## src/rtl/launchpad_key_debounce_if.sv

```systemverilog
// Signal bundle between the launchpad key front end and its neighbours.
// master drives the raw pins, slave is the debounce block.
interface launchpad_key_debounce_if;
  logic [8:0] PAD_RAW;
  logic [3:0] LEFT_RAW;
  logic [8:0] KEY;
  logic [3:0] LEFT_KEY;
  logic [8:0] PAD_HELD;
  logic [3:0] LEFT_HELD;
  logic [3:0] LAST_PAD;

  modport master (
    output PAD_RAW, LEFT_RAW,
    input  KEY, LEFT_KEY, PAD_HELD, LEFT_HELD, LAST_PAD
  );

  modport slave (
    input  PAD_RAW, LEFT_RAW,
    output KEY, LEFT_KEY, PAD_HELD, LEFT_HELD, LAST_PAD
  );
endinterface

```

## src/rtl/launchpad_key_debounce.sv

```systemverilog
// Synchronise, debounce and arbitrate 9 pad keys and 4 mode keys into one-hot press pulses.
// Optional auto-repeat of the lowest held pad key is built only when KEY_REPEAT_EN is defined.
module launchpad_key_debounce #(
  parameter int DEBOUNCE_CYCLES = 240000,
  parameter bit RAW_ACTIVE_LOW  = 1'b1,
  parameter int REPEAT_DELAY    = 12000000,
  parameter int REPEAT_PERIOD   = 4800000
) (
  input logic CLK,
  input logic RESET,
  launchpad_key_debounce_if.slave bus
);
  localparam int NK = 13;
  localparam int CW = $clog2(DEBOUNCE_CYCLES);
  localparam logic [CW-1:0] CNT_LAST = CW'(DEBOUNCE_CYCLES - 1);

  if (DEBOUNCE_CYCLES < 2) begin : g_bad_debounce
    $error("DEBOUNCE_CYCLES must be at least 2");
  end
  if (REPEAT_DELAY < 1 || REPEAT_PERIOD < 1) begin : g_bad_repeat
    $error("REPEAT_DELAY and REPEAT_PERIOD must be positive");
  end

  function automatic logic [3:0] lowest_idx(input logic [8:0] v);
    logic [3:0] idx;
    idx = 4'hF;
    for (int i = 8; i >= 0; i--) begin
      if (v[i]) idx = 4'(i);
    end
    return idx;
  endfunction

  logic [NK-1:0] raw_n;
  logic [NK-1:0] sync1_q, sync2_q, stable_q, stable_d, held_q;
  logic [CW-1:0] cnt_q [NK];
  logic [CW-1:0] cnt_d [NK];
  logic [NK-1:0] press;
  logic [8:0]    pad_req, key_d, key_q;
  logic [3:0]    left_d, left_q, last_d, last_q;

  // Normalise so that 1 always means pressed.
  assign raw_n = RAW_ACTIVE_LOW ? ~{bus.LEFT_RAW, bus.PAD_RAW} : {bus.LEFT_RAW, bus.PAD_RAW};

  always_comb begin
    stable_d = stable_q;
    for (int i = 0; i < NK; i++) begin
      cnt_d[i] = '0;
      if (sync2_q[i] != stable_q[i]) begin
        if (cnt_q[i] == CNT_LAST) stable_d[i] = ~stable_q[i];
        else cnt_d[i] = cnt_q[i] + CW'(1);
      end
    end
  end

  // A press is a stable level that the held copy has not caught up with yet.
  assign press = stable_q & ~held_q;

`ifdef KEY_REPEAT_EN
  localparam int RMAX = (REPEAT_DELAY > REPEAT_PERIOD) ? REPEAT_DELAY : REPEAT_PERIOD;
  localparam int RW   = (RMAX > 1) ? $clog2(RMAX) : 1;

  logic [3:0]    rep_idx_q, lo_held;
  logic [RW-1:0] rep_cnt_q, rep_cnt_d;
  logic          rep_fire;
  logic [8:0]    rep_vec;

  assign lo_held  = lowest_idx(stable_q[8:0]);
  assign rep_fire = (lo_held == rep_idx_q) && (rep_idx_q != 4'hF) && (rep_cnt_q == '0);
  assign rep_vec  = rep_fire ? (9'd1 << rep_idx_q) : 9'd0;
  assign pad_req  = press[8:0] | rep_vec;

  // Won or lost, a due repeat reloads the period.
  always_comb begin
    rep_cnt_d = rep_cnt_q;
    if (lo_held != rep_idx_q)                    rep_cnt_d = RW'(REPEAT_DELAY - 1);
    else if (rep_fire)                           rep_cnt_d = RW'(REPEAT_PERIOD - 1);
    else if (rep_idx_q != 4'hF && rep_cnt_q != '0) rep_cnt_d = rep_cnt_q - RW'(1);
  end

  always_ff @(posedge CLK or posedge RESET) begin
    if (RESET) begin
      rep_idx_q <= 4'hF;
      rep_cnt_q <= '0;
    end else begin
      rep_idx_q <= lo_held;
      rep_cnt_q <= rep_cnt_d;
    end
  end
`else
  assign pad_req = press[8:0];
`endif

  assign key_d  = pad_req & (~pad_req + 9'd1);
  assign left_d = press[12:9] & (~press[12:9] + 4'd1);
  assign last_d = (|key_d) ? lowest_idx(key_d) : last_q;

  always_ff @(posedge CLK or posedge RESET) begin
    if (RESET) begin
      sync1_q  <= '0;
      sync2_q  <= '0;
      stable_q <= '0;
      held_q   <= '0;
      key_q    <= '0;
      left_q   <= '0;
      last_q   <= 4'hF;
      for (int i = 0; i < NK; i++) cnt_q[i] <= '0;
    end else begin
      sync1_q  <= raw_n;
      sync2_q  <= sync1_q;
      stable_q <= stable_d;
      held_q   <= stable_q;
      key_q    <= key_d;
      left_q   <= left_d;
      last_q   <= last_d;
      for (int i = 0; i < NK; i++) cnt_q[i] <= cnt_d[i];
    end
  end

  assign bus.KEY       = key_q;
  assign bus.LEFT_KEY  = left_q;
  assign bus.PAD_HELD  = held_q[8:0];
  assign bus.LEFT_HELD = held_q[12:9];
  assign bus.LAST_PAD  = last_q;
endmodule

```

## src/flat_wrapper.sv

```systemverilog
// flat-port wrapper written by rule: the top's interface ports become plain ports
module launchpad_key_debounce_flat 
#(
  parameter int DEBOUNCE_CYCLES = 240000,
  parameter bit RAW_ACTIVE_LOW  = 1'b1,
  parameter int REPEAT_DELAY    = 12000000,
  parameter int REPEAT_PERIOD   = 4800000
)
  (CLK, RESET, bus_PAD_RAW, bus_LEFT_RAW, bus_KEY, bus_LEFT_KEY, bus_PAD_HELD, bus_LEFT_HELD, bus_LAST_PAD);
  launchpad_key_debounce_if bus_i ();
  input logic CLK;
  input logic RESET;
  input wire logic [$bits(bus_i.PAD_RAW)-1:0] bus_PAD_RAW;
  input wire logic [$bits(bus_i.LEFT_RAW)-1:0] bus_LEFT_RAW;
  output wire logic [$bits(bus_i.KEY)-1:0] bus_KEY;
  output wire logic [$bits(bus_i.LEFT_KEY)-1:0] bus_LEFT_KEY;
  output wire logic [$bits(bus_i.PAD_HELD)-1:0] bus_PAD_HELD;
  output wire logic [$bits(bus_i.LEFT_HELD)-1:0] bus_LEFT_HELD;
  output wire logic [$bits(bus_i.LAST_PAD)-1:0] bus_LAST_PAD;
  assign bus_i.PAD_RAW = bus_PAD_RAW;
  assign bus_i.LEFT_RAW = bus_LEFT_RAW;
  assign bus_KEY = bus_i.KEY;
  assign bus_LEFT_KEY = bus_i.LEFT_KEY;
  assign bus_PAD_HELD = bus_i.PAD_HELD;
  assign bus_LEFT_HELD = bus_i.LEFT_HELD;
  assign bus_LAST_PAD = bus_i.LAST_PAD;
  launchpad_key_debounce #(.DEBOUNCE_CYCLES(DEBOUNCE_CYCLES), .RAW_ACTIVE_LOW(RAW_ACTIVE_LOW), .REPEAT_DELAY(REPEAT_DELAY), .REPEAT_PERIOD(REPEAT_PERIOD)) u_core (.CLK(CLK), .RESET(RESET), .bus(bus_i));
endmodule
```

## config.mk

```make
export PLATFORM = sky130hd
export DESIGN_NAME = launchpad_key_debounce_flat
export DESIGN_NICKNAME = d
export VERILOG_FILES = /design/src/rtl/launchpad_key_debounce_if.sv /design/src/rtl/launchpad_key_debounce.sv /design/src/flat_wrapper.sv
export SDC_FILE = /design/constraint.sdc
export NUM_CORES = 1
export LEC_CHECK = 0
export ABC_AREA = 0
export CAP_MARGIN = 20
export CELL_PAD_IN_SITES_DETAIL_PLACEMENT = 1
export CELL_PAD_IN_SITES_GLOBAL_PLACEMENT = 1
export CORE_MARGIN = 2
export CORE_UTILIZATION = 40
export CTS_BUF_LIST = sky130_fd_sc_hd__clkbuf_4
export CTS_CLUSTER_DIAMETER = 60
export DETAILED_ROUTE_END_ITERATION = 10
export PLACE_DENSITY_LB_ADDON = 0.1
export RECOVER_POWER = 25
export SYNTH_ARGS = -nofsm -noshare
export SYNTH_HDL_FRONTEND = slang
export SYNTH_SLANG_ARGS = --single-unit
```

## constraint.sdc

```tcl
create_clock -name CLK -period 14.2 [get_ports CLK]
set_clock_uncertainty 0.15 [all_clocks]
set_input_delay 2.13 -clock CLK [delete_from_list [all_inputs] [get_ports CLK]]
set_output_delay 2.13 -clock CLK [all_outputs]
set_load 0.005 [all_outputs]
```

======== Word level (Yosys, flattened, before mapping) ========
Cells that the tools add are included.
word-level totals
  bits in writable memories ............... 0
  memories kept ........................... 0
  output and inout bits ................... 30
  register bits after elaboration ......... 303
  bits in read-only memories .............. 0
  bits in latches ......................... 0
operators by class
  multiply operators ...................... 0
  order comparisons ....................... 0
  $add $sub $neg .......................... 15
  div/mod/pow operators ................... 0
  reductions and logical operators ........ 14
  muxes and demuxes ....................... 35
  equality and inequality tests ........... 26
  shifts and indexed selects .............. 0
  bitwise operators ....................... 20
operators by type and width
  operator                 number
  $mux W18                 26
  $add A18 B1 Y18 const B  13
  $eq A18 B18 Y1 const B   13
  $mux W4                  8
  $not A13 Y13             2
  $reduce_and A2 Y1        13
  $and A13 B13 Y13         1
  $ne A1 B1 Y1             13
  $not A1 Y1               13
  $add A9 B1 Y9 const B    1
  $and A9 B9 Y9            1
  $not A9 Y9               1
  $reduce_or A9 Y1         1
  $add A4 B1 Y4 const B    1
  $and A4 B4 Y4            1
  $not A4 Y4               1
  $mux W3                  1

======== Longest topological paths before layout ========
  depth after elaboration ................. 14
  gate-level depth with buffers ........... 7

======== Worst setup path after synthesis ========
No wires, ideal clock.
  path type ............................... register -> output
  from .................................... register u_core.last_q[3] (netlist: u_core.bus.LAST_PAD[3])
  to ...................................... output port bus_LAST_PAD[3]
  path buffers ............................ 0
  stages on the path, launching flop included .. 1
  arrival ................................. 0.510 ns
  slack ................................... 11.410 ns
  path through ............................ dfstp_2
RTL lines
  element                 line                           RTL
  start, declared         launchpad_key_debounce.sv:39   logic [3:0] left_d, left_q, last_d, last_q;
  start signal, assigned  launchpad_key_debounce.sv:114  last_q <= last_d;
  end, declared           flat_wrapper.sv:19             output wire logic [$bits(bus_i.LAST_PAD)-1:0] bus_LAST_PAD;
No word-level cell between the ends.

======== Worst setup path after layout ========
  from .................................... register u_core.last_q[2] (netlist: u_core.bus.LAST_PAD[2])
  to ...................................... output port bus_LAST_PAD[2]
No word-level cell between the ends.

==> results.ini <==
[yosys]
yosys.area.top_type_share=0.532
synth_most_common_cell=dfrtp_1
yosysWarnings=0
syn-num-nets=1408
synth-seq-cells=303
seq_area_frac_synth=0.539
synth_cells=1380
synth_edf_count=0
synth_area_per_cell_um2=10.2
synthTopCellsByCount=dfrtp_1 (299), nor2_1 (196), nand3_1 (101), xor2_1 (86), nand2_1 (81)
synth.distinct_cells=56
synth_area_um2=14100
yosysTopAreaCell=dfrtp_1
yosys-top-cells-area=dfrtp_1 (53%), xor2_1 (5.4%), nor2_1 (5.2%), xnor2_1 (5.0%), nand3_1 (3.6%)
ys_async_sr_fraction=1.00
synth_ff_type=dfrtp_1

[clocking]
insertion_delay_ns=0.76
hold_buffers=0
clockRootBuffer=clkbuf_4
cts_buffers=86
cts_tree=built
clk_path_buf_depth=3
htree_num_levels=3
path_clk_slew_ns=0.07
cts_setup_buffers=0
cts_resized=0
cts_sinks=303

[global_routing]
grt_use_total=0.183
antenna_found_initial=3
grt_pass1_wl_mm=54.8
grt_pass1_vias=11324
grt_start_max_net_pins=187
overflow=0

[route]
drc=0
drt_iter0_markers=372
vias=10641
wl_per_cell_um=15.7
viasPerCell=5.29
ant_nets=0
first_pass_iters=4
wirelength_mm=31.6

[placement]
dp_hpwl_mm=20.7
portBuffers=44
place_congestion=0.755

[worst_setup_path]
worstReg2RegStart=u_core.cnt_q[0]
crit_buf_inv=1
crit_end=bus_LAST_PAD[2]
cp-start-kind=flop
critical_path.top_delay_family=flip-flops
cp_slowest_stage_delay_ns=0.53
critical_path_arrival_ns=1.77
crit_path_end_kind=primary output
reg2reg_to=u_core.cnt_q[10]
crit_chain=clkdlybuf4s50_1
reg2reg_depth=6
startpoint=u_core.bus.LAST_PAD[2]
crit_slowest_cell=dfstp_2
worstPathRequired_ns=11.92
path_max_fanout=2
crit_type=reg2out
cp.depth=1
timing.reg2reg.setup_slack_ns=11.59

[flow_run]
maxCapViolCount=0

[power_and_ir_drop]
powerDensity_nw_per_um2=111
power_mw=1.80
leakagePower_nw=6.77
ir_drop_mv=0.0583

[cells_and_area]
drive_gt1_frac=0.109
nets=1514
fillers=3901
syn2layout_area_growth_pct=14.8
utilization=0.466

[floorplanning]
dieHeight_um=192
die_area_um2=36700
chipWidth_um=192
core_um2=34600
initial_core_util=0.406
io_pins=45
rows=68

[sta]
finalSetupTns_ns=0
worst_slew_pin_slew_ns=1.11
setup_viol=0
hold_viol=0
slew_viol_final=0
slew_headroom=0.250
post-route-period-util=0.285
clock.fmax_mhz=247
period_minus_slack_ns=4.05
rsz0062_at_grt=false

[worst_hold_path]
hold_class=reg2reg

[outcome]
status=complete, no violations

per-stage QoR:
step / setup WS, ns / cell area (um2) / hold slack (ns) / instances
after global placement: 9.71 / 15000 / 0.183 / 1853
after global routing: 10.0 / 16200 / 0.197 / 2013
after detailed placement: 9.69 / 15000 / 0.187 / 1853
after CTS: 10.03 / 16100 / 0.195 / 2010
after floorplan: 3.55 / 14100 / 0.181 / 1380
final: 10.15 / 16200 / 0.190 / 2013
sequential cells by signal, summed over array words and instances, names as in the netlist:
name / flops
u_core.bus.KEY: 9
u_core.bus.LAST_PAD: 4
u_core.bus.LEFT_KEY: 4
u_core.cnt_q: 234
u_core.held_q: 13
u_core.stable_q: 13
u_core.sync1_q: 13
u_core.sync2_q: 13
worst min path at each step:
stage | startpoint | to | slack (ns) | depth (start not counted)
after floorplan | u_core.sync1_q[0] | u_core.sync2_q[0] | 0.18 | 0
after global placement | u_core.sync1_q[10] | u_core.sync2_q[10] | 0.18 | 0
after detailed placement | u_core.sync1_q[9] | u_core.sync2_q[9] | 0.19 | 0
after CTS | u_core.sync1_q[0] | u_core.sync2_q[0] | 0.20 | 0
after global routing | u_core.sync1_q[0] | u_core.sync2_q[0] | 0.20 | 0
final | u_core.sync1_q[0] | u_core.sync2_q[0] | 0.19 | 0
power breakdown:
part	total, mW	switching [mW]	internal (mW)
registers	0.890	0.0143	0.876
clock network	0.854	0.390	0.464
logic	0.0548	0.0391	0.0157
area by class of cell:
class                   count  area (um2)  share of cell area
repair buffers             50         494              0.0306
clock buffers             112         841              0.0521
multi-input cells        1004        6180               0.383
flip-flops and latches    303        7590               0.470
diodes                      3        7.51            0.000465
well taps                 455         569              0.0352
clock inverters            45         313              0.0194
inverters                  41         161             0.00999
layer usage:
metal	track usage	share of wire
met4	0.0675	0.020
met2	0.287	0.46
met3	0.0468	0.041
met5	0	0
met1	0.243	0.48
logic make-up (layout without fill, tap and decap cells):
family,count (synthesis),in the layout,synth area share
AOI/OAI and AO/OA,127,127,0.0563
xor gates and xnor gates,166,166,0.103
adders and majority gates,13,13,0.0116
buffers and inverters,73,248,0.0218
DFF,303,303,0.539
muxes,16,16,0.0125
other,0,3,0
and+or+nand+nor,682,682,0.255
layout by cell type (no fill, tap or decap), drive strengths merged, types with 5 or more instances in the layout:
cell type and instances:
inv 44, and3 25, o21ai 39, buf 5, nor4 27, nor3 35, and2 16, bufinv 5
a21oi 52, o31ai 16, a41o 5, mux2 13, xor2 86, nor2b 7, nand2 81, nor2 196
or3 33, nand2b 9, dfrtp 299, or4 21, nor4bb 5, xnor2 80, nand3 101, nand4 78
o41ai 5, clkbuf 113, nor4b 11, ha 13, dlygate4sd3 13, clkinv 36, clkdlybuf4s50 31, and4 23
No activity file was read; power rests on OpenSTA's default activity.
